**src/rtl/qsfp_port_manager_if.sv**
```systemverilog
// rtl/qsfp_port_manager_if.sv - QSFP cage sideband and per-channel status bundle
interface qsfp_port_manager_if #(
  parameter int CHANNEL_COUNT = 2
);
  logic [CHANNEL_COUNT-1:0]   modprsl;
  logic [CHANNEL_COUNT-1:0]   force_reset;
  logic [CHANNEL_COUNT-1:0]   run;
  logic [CHANNEL_COUNT-1:0]   resetl;
  logic [CHANNEL_COUNT-1:0]   hpd;
  logic [CHANNEL_COUNT-1:0]   led_y;
  logic [CHANNEL_COUNT-1:0]   led_g;
  logic [2*CHANNEL_COUNT-1:0] state;

  modport master (
    output modprsl, force_reset, run,
    input  resetl, hpd, led_y, led_g, state
  );

  modport slave (
    input  modprsl, force_reset, run,
    output resetl, hpd, led_y, led_g, state
  );
endinterface

```
**src/rtl/qsfp_port_manager.sv**
```systemverilog
// rtl/qsfp_port_manager.sv - per-channel QSFP presence debounce, reset sequencing, hpd and LEDs
// Define QSFP_PORT_MANAGER_BLINK_EN to blink led_y during RESET/INIT instead of holding it steady.
module qsfp_port_manager #(
  parameter int CHANNEL_COUNT   = 2,
  parameter int DEBOUNCE_CYCLES = 2_000_000,
  parameter int RESET_CYCLES    = 200_000,
  parameter int INIT_CYCLES     = 400_000_000,
  parameter int BLINK_CYCLES    = 50_000_000
) (
  input logic                system_clock,
  input logic                system_reset_n,
  qsfp_port_manager_if.slave port
);

  localparam int DEB_W   = $clog2(DEBOUNCE_CYCLES + 1);
  localparam int TMR_MAX = (RESET_CYCLES > INIT_CYCLES) ? RESET_CYCLES : INIT_CYCLES;
  localparam int TMR_W   = $clog2(TMR_MAX + 1);

  typedef enum logic [1:0] {
    ABSENT = 2'd0,
    RESET  = 2'd1,
    INIT   = 2'd2,
    READY  = 2'd3
  } ch_state_t;

  logic seq_led;

`ifdef QSFP_PORT_MANAGER_BLINK_EN
  localparam int BLINK_W = $clog2(BLINK_CYCLES + 1);
  logic [BLINK_W-1:0] blink_cnt;
  logic               blink_phase;

  always_ff @(posedge system_clock) begin
    if (!system_reset_n) begin
      blink_cnt   <= '0;
      blink_phase <= 1'b0;
    end else if (blink_cnt == BLINK_W'(BLINK_CYCLES - 1)) begin
      blink_cnt   <= '0;
      blink_phase <= ~blink_phase;
    end else begin
      blink_cnt   <= blink_cnt + 1'b1;
    end
  end

  assign seq_led = blink_phase;
`else
  localparam bit unused_blink_cycles = (BLINK_CYCLES >= 1);
  assign seq_led = 1'b1;
`endif

  for (genvar i = 0; i < CHANNEL_COUNT; i++) begin : g_ch
    logic [1:0]       sync;
    logic             present_raw;
    logic             debounced;
    logic [DEB_W-1:0] deb_cnt;
    ch_state_t        cur;
    ch_state_t        nxt;
    logic [TMR_W-1:0] timer;
    logic [TMR_W-1:0] timer_nxt;
    logic             resetl_q;
    logic             hpd_q;
    logic             led_y_q;
    logic             led_g_q;

    // Synchroniser resets to "absent" so a cold start never sees a phantom insertion.
    assign present_raw = ~sync[1];

    always_ff @(posedge system_clock) begin
      if (!system_reset_n) begin
        sync      <= 2'b11;
        debounced <= 1'b0;
        deb_cnt   <= '0;
      end else begin
        sync <= {sync[0], port.modprsl[i]};
        if (present_raw == debounced) begin
          deb_cnt <= '0;
        end else if (deb_cnt == DEB_W'(DEBOUNCE_CYCLES - 1)) begin
          debounced <= present_raw;
          deb_cnt   <= '0;
        end else begin
          deb_cnt <= deb_cnt + 1'b1;
        end
      end
    end

    always_comb begin
      nxt       = cur;
      timer_nxt = timer;
      case (cur)
        ABSENT: begin
          timer_nxt = '0;
          if (debounced) nxt = RESET;
        end
        RESET: begin
          if (timer == TMR_W'(RESET_CYCLES - 1)) begin
            nxt       = INIT;
            timer_nxt = '0;
          end else begin
            timer_nxt = timer + 1'b1;
          end
        end
        INIT: begin
          if (port.force_reset[i]) begin
            nxt       = RESET;
            timer_nxt = '0;
          end else if (timer == TMR_W'(INIT_CYCLES - 1)) begin
            nxt       = READY;
            timer_nxt = '0;
          end else begin
            timer_nxt = timer + 1'b1;
          end
        end
        READY: begin
          if (port.force_reset[i]) begin
            nxt       = RESET;
            timer_nxt = '0;
          end
        end
      endcase
      // Removal overrides everything, including a concurrent force_reset.
      if (!debounced) begin
        nxt       = ABSENT;
        timer_nxt = '0;
      end
    end

    always_ff @(posedge system_clock) begin
      if (!system_reset_n) begin
        cur      <= ABSENT;
        timer    <= '0;
        resetl_q <= 1'b0;
        hpd_q    <= 1'b0;
        led_y_q  <= 1'b0;
        led_g_q  <= 1'b0;
      end else begin
        cur      <= nxt;
        timer    <= timer_nxt;
        resetl_q <= (nxt == INIT) || (nxt == READY);
        hpd_q    <= (nxt == READY);
        led_g_q  <= (nxt == READY) && port.run[i];
        led_y_q  <= ((nxt == RESET) || (nxt == INIT)) ? seq_led
                                                      : ((nxt == READY) && !port.run[i]);
      end
    end

    assign port.resetl[i]       = resetl_q;
    assign port.hpd[i]          = hpd_q;
    assign port.led_y[i]        = led_y_q;
    assign port.led_g[i]        = led_g_q;
    assign port.state[2*i +: 2] = cur;
  end

endmodule

```
**src/flat_wrapper.sv**
```systemverilog
// flat-port wrapper written by rule: the top's interface ports become plain ports
module qsfp_port_manager_flat 
#(
  parameter int CHANNEL_COUNT   = 2,
  parameter int DEBOUNCE_CYCLES = 2_000_000,
  parameter int RESET_CYCLES    = 200_000,
  parameter int INIT_CYCLES     = 400_000_000,
  parameter int BLINK_CYCLES    = 50_000_000
)
  (system_clock, system_reset_n, port_modprsl, port_force_reset, port_run, port_resetl, port_hpd, port_led_y, port_led_g, port_state);
  qsfp_port_manager_if #(.CHANNEL_COUNT(CHANNEL_COUNT)) port_i ();
  input logic system_clock;
  input logic system_reset_n;
  input wire logic [$bits(port_i.modprsl)-1:0] port_modprsl;
  input wire logic [$bits(port_i.force_reset)-1:0] port_force_reset;
  input wire logic [$bits(port_i.run)-1:0] port_run;
  output wire logic [$bits(port_i.resetl)-1:0] port_resetl;
  output wire logic [$bits(port_i.hpd)-1:0] port_hpd;
  output wire logic [$bits(port_i.led_y)-1:0] port_led_y;
  output wire logic [$bits(port_i.led_g)-1:0] port_led_g;
  output wire logic [$bits(port_i.state)-1:0] port_state;
  assign port_i.modprsl = port_modprsl;
  assign port_i.force_reset = port_force_reset;
  assign port_i.run = port_run;
  assign port_resetl = port_i.resetl;
  assign port_hpd = port_i.hpd;
  assign port_led_y = port_i.led_y;
  assign port_led_g = port_i.led_g;
  assign port_state = port_i.state;
  qsfp_port_manager #(.CHANNEL_COUNT(CHANNEL_COUNT), .DEBOUNCE_CYCLES(DEBOUNCE_CYCLES), .RESET_CYCLES(RESET_CYCLES), .INIT_CYCLES(INIT_CYCLES), .BLINK_CYCLES(BLINK_CYCLES)) u_core (.system_clock(system_clock), .system_reset_n(system_reset_n), .port(port_i));
endmodule
```
**config.mk**
```make
export PLATFORM = sky130hd
export DESIGN_NAME = qsfp_port_manager_flat
export DESIGN_NICKNAME = d
export VERILOG_FILES = /design/src/rtl/qsfp_port_manager_if.sv /design/src/rtl/qsfp_port_manager.sv /design/src/flat_wrapper.sv
export SDC_FILE = /design/constraint.sdc
export NUM_CORES = 1
export LEC_CHECK = 0
export BUFFER_PORTS_ARGS = -buffer_cell sky130_fd_sc_hd__buf_4
export CAP_MARGIN = 20
export CORE_ASPECT_RATIO = 0.7
export CORE_MARGIN = 1.5
export CORE_UTILIZATION = 55
export CTS_CLUSTER_DIAMETER = 150
export DETAILED_ROUTE_END_ITERATION = 8
export PLACE_DENSITY = 0.73
export SYNTH_ARGS = -nofsm -noshare
export SYNTH_HDL_FRONTEND = slang
export SYNTH_SLANG_ARGS = --single-unit
export TNS_END_PERCENT = 5
```
**constraint.sdc**
```tcl
create_clock -name system_clock -period 3.55 [get_ports system_clock]
set_input_delay 0.71 -clock system_clock [delete_from_list [all_inputs] [get_ports system_clock]]
set_output_delay 0.71 -clock system_clock [all_outputs]
set_load 0.1 [all_outputs]
```
Word-level counts from Yosys, hierarchy flattened
Index checks and enable logic that the tools add are counted.
{"block": "totals", "ff_bits": 118, "latchBits": 0, "ramBits": 0, "rom_bits": 0, "inputBits": 8, "n_memories": 0}
{"block": "op_classes", "add_sub_neg": 4, "n_mul": 0, "div_mod_pow": 0, "n_lt_le_gt_ge": 0, "eq_ne": 22, "n_shift": 0, "mux": 24, "bitwise_logic": 5, "reduce_logical": 18}
{"op": "29-bit 2-to-1 mux", "n": 8}
{"op": "29-bit one-hot mux with 4 select lines", "n": 2}
{"op": "29-bit by 1-bit adder with 29-bit output (second input constant)", "n": 2}
{"op": "29-bit by 18-bit == test with 1-bit output (second input constant)", "n": 2}
{"op": "29-bit == test (second input constant)", "n": 2}
{"op": "21-bit by 1-bit adder with 21-bit output (second input constant)", "n": 2}
{"op": "21-bit == test (second input constant)", "n": 2}
{"op": "2-bit 2-to-1 mux", "n": 10}
{"op": "2-bit == test (second input constant)", "n": 8}
{"op": "2-bit one-hot mux with 4 select lines", "n": 2}
{"op": "2-bit by 1-bit == test with 1-bit output (second input constant)", "n": 4}
{"op": "2-bit AND reduction", "n": 4}
{"op": "3-bit OR reduction", "n": 2}
{"op": "1-bit NOT", "n": 5}
{"op": "1-bit logical AND", "n": 4}
{"op": "2-bit zero test", "n": 2}
{"op": "1-bit logical OR", "n": 4}
{"op": "2-bit inequality test (second input constant)", "n": 2}
{"op": "1-bit == test", "n": 2}
{"op": "1-bit zero test", "n": 2}
{"op": "1-bit 2-to-1 mux", "n": 2}

Longest topological paths before layout
{"block": "logic_depth", "word_depth": 8, "depth_mapped": 11, "depth_no_buf": 10}

Worst setup path after synthesis
OpenSTA, ideal clock, no wires.
{"block": "synth_path", "path_kind": "register -> register", "from": "register u_core.g_ch[0].cur[1]", "to": "register u_core.g_ch[0].resetl_q", "t_arrival_ns": 2.592, "required_time_ns": 3.435, "slack_ns": 0.844, "stages_incl_launch_ff": 9, "period_less_slack_ns": 2.706, "cell_sequence": "dfxtp_1 > inv_1 > ha_1 > o41ai_4 > a21oi_1 > or4_4 > and2_4 > ha_1 > o21a_1"}
{"element": "start, declared", "line_no": "qsfp_port_manager.sv:56", "rtl": "ch_state_t cur;"}
{"element": "start signal, assigned", "line_no": "qsfp_port_manager.sv:136", "rtl": "cur <= nxt;"}
{"element": "2-bit == test, or another cell as far along", "line_no": "qsfp_port_manager.sv:89", "rtl": "case (cur)"}
{"element": "2-bit one-hot mux with 4 select lines (*)", "line_no": "qsfp_port_manager.sv:89"}
{"element": "2-bit 2-to-1 mux (*)", "line_no": "qsfp_port_manager.sv:121", "rtl": "if (!debounced) begin"}
{"element": "net u_core.g_ch[0].nxt[0]", "line_no": "qsfp_port_manager.sv:57", "rtl": "ch_state_t nxt;"}
{"element": "2-bit == test", "line_no": "qsfp_port_manager.sv:138", "rtl": "resetl_q <= (nxt == INIT) || (nxt == READY);"}
{"element": "1-bit logical OR (*)", "line_no": "qsfp_port_manager.sv:138"}
{"element": "end signal, assigned", "line_no": "qsfp_port_manager.sv:138"}
{"element": "end, declared", "line_no": "qsfp_port_manager.sv:60", "rtl": "logic resetl_q;"}
The timed path passes the listed nets; every way through them passes the cells marked *.
A chain may end at the register's enable or synchronous reset.

Worst setup path after layout
{"block": "layout_path", "from": "register u_core.g_ch[0].timer[0]", "to": "register u_core.g_ch[0].led_y_q"}
{"block": "layout_via", "elab_chain_len": 8}
{"element": "start, declared", "line_no": "qsfp_port_manager.sv:58", "rtl": "logic [TMR_W-1:0] timer;"}
{"element": "start signal, assigned", "line_no": "qsfp_port_manager.sv:137", "rtl": "timer <= timer_nxt;"}
{"element": "29-bit == test", "line_no": "qsfp_port_manager.sv:106", "rtl": "end else if (timer == TMR_W'(INIT_CYCLES - 1)) begin"}
{"element": "2-bit 2-to-1 mux", "line_no": "qsfp_port_manager.sv:106"}
{"element": "2-bit 2-to-1 mux", "line_no": "qsfp_port_manager.sv:103", "rtl": "if (port.force_reset[i]) begin"}
{"element": "2-bit one-hot mux with 4 select lines (*)", "line_no": "qsfp_port_manager.sv:89"}
{"element": "2-bit 2-to-1 mux (*)", "line_no": "qsfp_port_manager.sv:121"}
{"element": "net u_core.g_ch[0].nxt[1]", "line_no": "qsfp_port_manager.sv:57"}
{"element": "2-bit == test, or another cell as far along", "line_no": "qsfp_port_manager.sv:142", "rtl": ": ((nxt == READY) && !port.run[i]);"}
{"element": "1-bit logical AND / 1-bit logical OR (equally long branches)", "line_no": "qsfp_port_manager.sv:142, qsfp_port_manager.sv:141"}
{"element": "1-bit 2-to-1 mux (*)", "line_no": "qsfp_port_manager.sv:141", "rtl": "led_y_q <= ((nxt == RESET) || (nxt == INIT)) ? seq_led"}
{"element": "end signal, assigned", "line_no": "qsfp_port_manager.sv:141"}
{"element": "end, declared", "line_no": "qsfp_port_manager.sv:62", "rtl": "logic led_y_q;"}
Marked as above.

==> run summary <==
total half-perimeter wirelength after legalization and detailed placement -> 9620 µm
worst path required time -> 3.90 ns
post-layout utilization of the core -> 63.9%
remaining antenna violation count after routing -> 0
simple-gate share of the synthesized area -> 32.9%
part of the cycle the worst path needs -> 86.6%
FFs w/ async S/R, synth -> 0%
clock root buffer master -> clkbuf_16
internal reg-to-reg setup slack -> 0.48 ns
die footprint -> 0.0118 mm²
final count of pins violating max slew -> 0
achievable clock frequency -> 325 MHz
average via count per standard cell -> 5.97
die span in x -> 129 µm
static leakage power -> 2.46 nW
launching element type of the critical path -> flip-flop
adder-cell area share of the yosys netlist -> 3.66%
fraction of the yosys area taken by sequential cells -> 38.4%
post-synthesis xor/xnor area fraction -> 5.70%
dominant combinational cell family by area after synthesis -> simple AND/OR/NAND/NOR gates
proportion of netlist area held by the largest area contributor -> 38.4%
number of CTS-inserted buffers -> 17
initial standard-cell utilization of the core -> 56.3%
Synth warnings -> 0
cell row count -> 32
H-Tree Level Count -> 4
crit-path leading delay family -> simple AND/OR/NAND/NOR gates
synthesis-stage register bit count -> 118
pwr/cell area -> 455 mW/mm²
most frequently used flop master after synthesis -> dfxtp_1
post-synthesis cell area -> 0.00615 mm²
Reg-to-Reg Start -> u_core.g_ch[0].timer[0]
cells along the critical path -> ha_1 -> and4_1 -> nand3_1 -> nor4_1 -> a221oi_1 -> nor4_1 -> ha_1 -> nand2b_1 -> a21boi_0
post-route minimum period -> 3.07 ns
min-delay worst type -> flip-flop to flip-flop
Finish-stage setup viols -> 0
delay of the slowest cell on the worst path -> 0.53 ns
Worst Path Buf+Inv -> 0
status -> finished, final reports clean
wire length of the first global-routing pass -> 23600 µm
unrepaired setup endpoints after global routing -> no
DRC violation total after the first TritonRoute iteration -> 446
number of global-route vias before repair -> 4915
cell depth of the worst min-delay path -> 1
post-route worst hold slack -> 0.404 ns
Synth Area in Compound Gates -> 11.3%
antenna fix cells -> 0
Distinct cells, synth -> 63
Peak supply drop -> 0.400 mV
count of buffers from port buffering -> 19
TritonCTS clock tree -> built
endpoint of the worst-slack reg-to-reg timing path -> u_core.g_ch[0].led_y_q
DRC violation count after routing -> 0
headroom to the max-slew limit -> 46.5%
routed length per instance -> 15.4 µm
clock skew -> 0.0151 ns
multiplexer area fraction after synthesis -> 3.42%
critical path depth -> 9
first-pass iteration count of the detailed router -> 7
transition time at the pin with the least slew margin -> 0.800 ns
total grt overflow -> 0
final weighted congestion of routability-driven global placement -> 0.924
clock insertion delay at the later pin of the skew report -> 0.42 ns
detailed-route via count -> 5417
TritonCTS sink count -> 118
fraction of layout instances using a drive strength above 1 -> 9.93%
cts hold-fix bufs -> 0
library cell with the largest summed area after synthesis -> dfxtp_1
final net count -> 770
average size of a mapped cell -> 8.35 µm²
wire length reported by the detailed router -> 14000 µm
core region area -> 0.0109 mm²
hold violation total from the final report -> 0
source of the worst hold timing path -> u_core.g_ch[1].sync[0]
post-CTS repair timing setup buffer count -> 0
R2R cell count -> 9
top cells by area, synth -> dfxtp_1 (38%), nand3_1 (5.4%), nor2_1 (4.9%)
data arrival time at the worst-slack endpoint -> 3.42 ns
CTS Buffer Depth -> 2
Post-Syn Nets -> 762
number of max-cap violations -> 0
worst hold path endpoint -> u_core.g_ch[1].sync[1]
Crit. End Element -> flip-flop
aggregate negative setup slack -> 0 ns
critical-path maximum fanout -> 6
GRT Resource Usage Total -> 25.2%
gate count of the mapped netlist -> 736
area overhead of the layout relative to synthesis -> 13.5%
Setup CP Type -> flip-flop to flip-flop
die span in y -> 91.5 µm
clock transition at the registers of the reported paths -> 0.05 ns
count of flip-flops with a built-in enable after synthesis -> 0
CP max stage cell -> nor4_1
pin count of the biggest net entering global routing -> 30
post-CTS sizing -> 0
Top Ports -> 20
number of antenna violations at the first check in global routing -> 0
==> final cells by class <==
type / count / area (µm²)
inverter: 18 / 67.6
sequential: 118 / 2360
clock buffer: 21 / 480
tap: 153 / 191
timing repair buffer: 28 / 210
clock inverter: 9 / 149
fill: 902 / 3950
multi-input combinational: 561 / 3520
==> worst reg2reg max path, cell delays in order (launching register included) <==
cell and delay, ns:
dfxtp_1 0.37, ha_1 0.25, and4_1 0.36, nand3_1 0.29
nor4_1 0.49, a221oi_1 0.18, nor4_1 0.53, ha_1 0.33
nand2b_1 0.07, a21boi_0 0.15
==> kinds of logic (layout without fill, tap and decap cells) <==
| group | after synthesis | count (layout) |
|---|---|---|
| and+or+nand+nor | 381 | 381 |
| DFF | 118 | 118 |
| AOI/OAI and AO/OA | 101 | 101 |
| buffers and inverters | 57 | 76 |
| xor gates and xnor gates | 40 | 40 |
| muxes | 21 | 21 |
| adders and majority gates | 18 | 18 |
==> per-layer routing <==
layer	global-route usage (%)	vias up	part of all wire (%)
met5	0	-	0
met4	11.0	0	2.0
met3	6.25	25	5.6
met2	36.6	167	44
met1	35.3	2553	49
li1	-	2672	-
==> state kept, by name, summed over array words and instances, names as in the netlist <==
register,flops
u_core.g_ch.deb_cnt,42
u_core.g_ch.sync,4
u_core.g_ch.hpd_q,2
u_core.g_ch.debounced,2
u_core.g_ch.led_y_q,2
u_core.g_ch.led_g_q,2
u_core.g_ch.timer,58
u_core.g_ch.cur,4
u_core.g_ch.resetl_q,2
==> worst max-delay path by stage <==
stage                                        from                       to  slack (ns)
after detailed placement  u_core.g_ch[0].timer[0]   u_core.g_ch[0].led_y_q        0.53
final                     u_core.g_ch[0].timer[0]   u_core.g_ch[0].led_y_q        0.48
after floorplan             u_core.g_ch[0].cur[1]  u_core.g_ch[0].resetl_q        0.84
after global routing      u_core.g_ch[0].timer[0]   u_core.g_ch[0].led_y_q        0.12
after global placement    u_core.g_ch[0].timer[0]   u_core.g_ch[0].led_g_q        0.77
after CTS                 u_core.g_ch[0].timer[0]   u_core.g_ch[0].led_y_q        0.50
==> cell usage in the layout (no fill, tap or decap), types with 15 or more instances in the layout <==
| cell type | instances |
|---|---|
| dfxtp_1 | 118 |
| nor2_1 | 81 |
| nand2_1 | 80 |
| nand3_1 | 66 |
| nand4_1 | 39 |
| a21oi_1 | 38 |
| buf_4 | 28 |
| xor2_1 | 26 |
| and3_1 | 21 |
| mux2i_1 | 21 |
| inv_1 | 18 |
| ha_1 | 18 |
| clkbuf_16 | 17 |
| and2_1 | 15 |
==> Yosys cell counts (all sizes together) (2+ instances only) <==
cell type and n:
nand3 66, nor3 12, dfxtp 118, a22oi 5, and4 11, o211ai 3
nand2 83, buf 23, or4 2, nand3b 3, nand4 41, inv 18
a31oi 9, nor4bb 2, o2bb2ai 2, a21o 5, nor2b 4, a211oi 2
a21boi 2, a2111oi 2, o311ai 2, and2 17, a21oi 38, and3 21
nor4b 3, ha 18, and4b 3, a41oi 3, a221o 5, nor3b 2
o21a 4, o211a 2, mux2i 21, nand2b 10, clkbuf 16, xor2 26
o21ai 10, nor2 81, xnor2 14, nor4 17
==> where the power goes <==
group | internal (mW) | switching [mW]
Clock | 1.24 | 0.591
Combinational | 0.00841 | 0.0102
Sequential | 1.33 | 0.00131
Total | 2.57 | 0.603
==> stage by stage <==
stage / std cells / setup WS [ns] / instance area, µm² / power [mW]
final: 908 / 0.476 / 6980 / 3.18
after CTS: 908 / 0.501 / 6980 / 3.20
after floorplan: 736 / 0.844 / 6150 / 1.37
after global routing: 908 / 0.122 / 6980 / 3.26
after detailed placement: 878 / 0.534 / 6350 / 1.38
after global placement: 878 / 0.771 / 6350 / 1.38
Power figures use the tool's default switching activity.
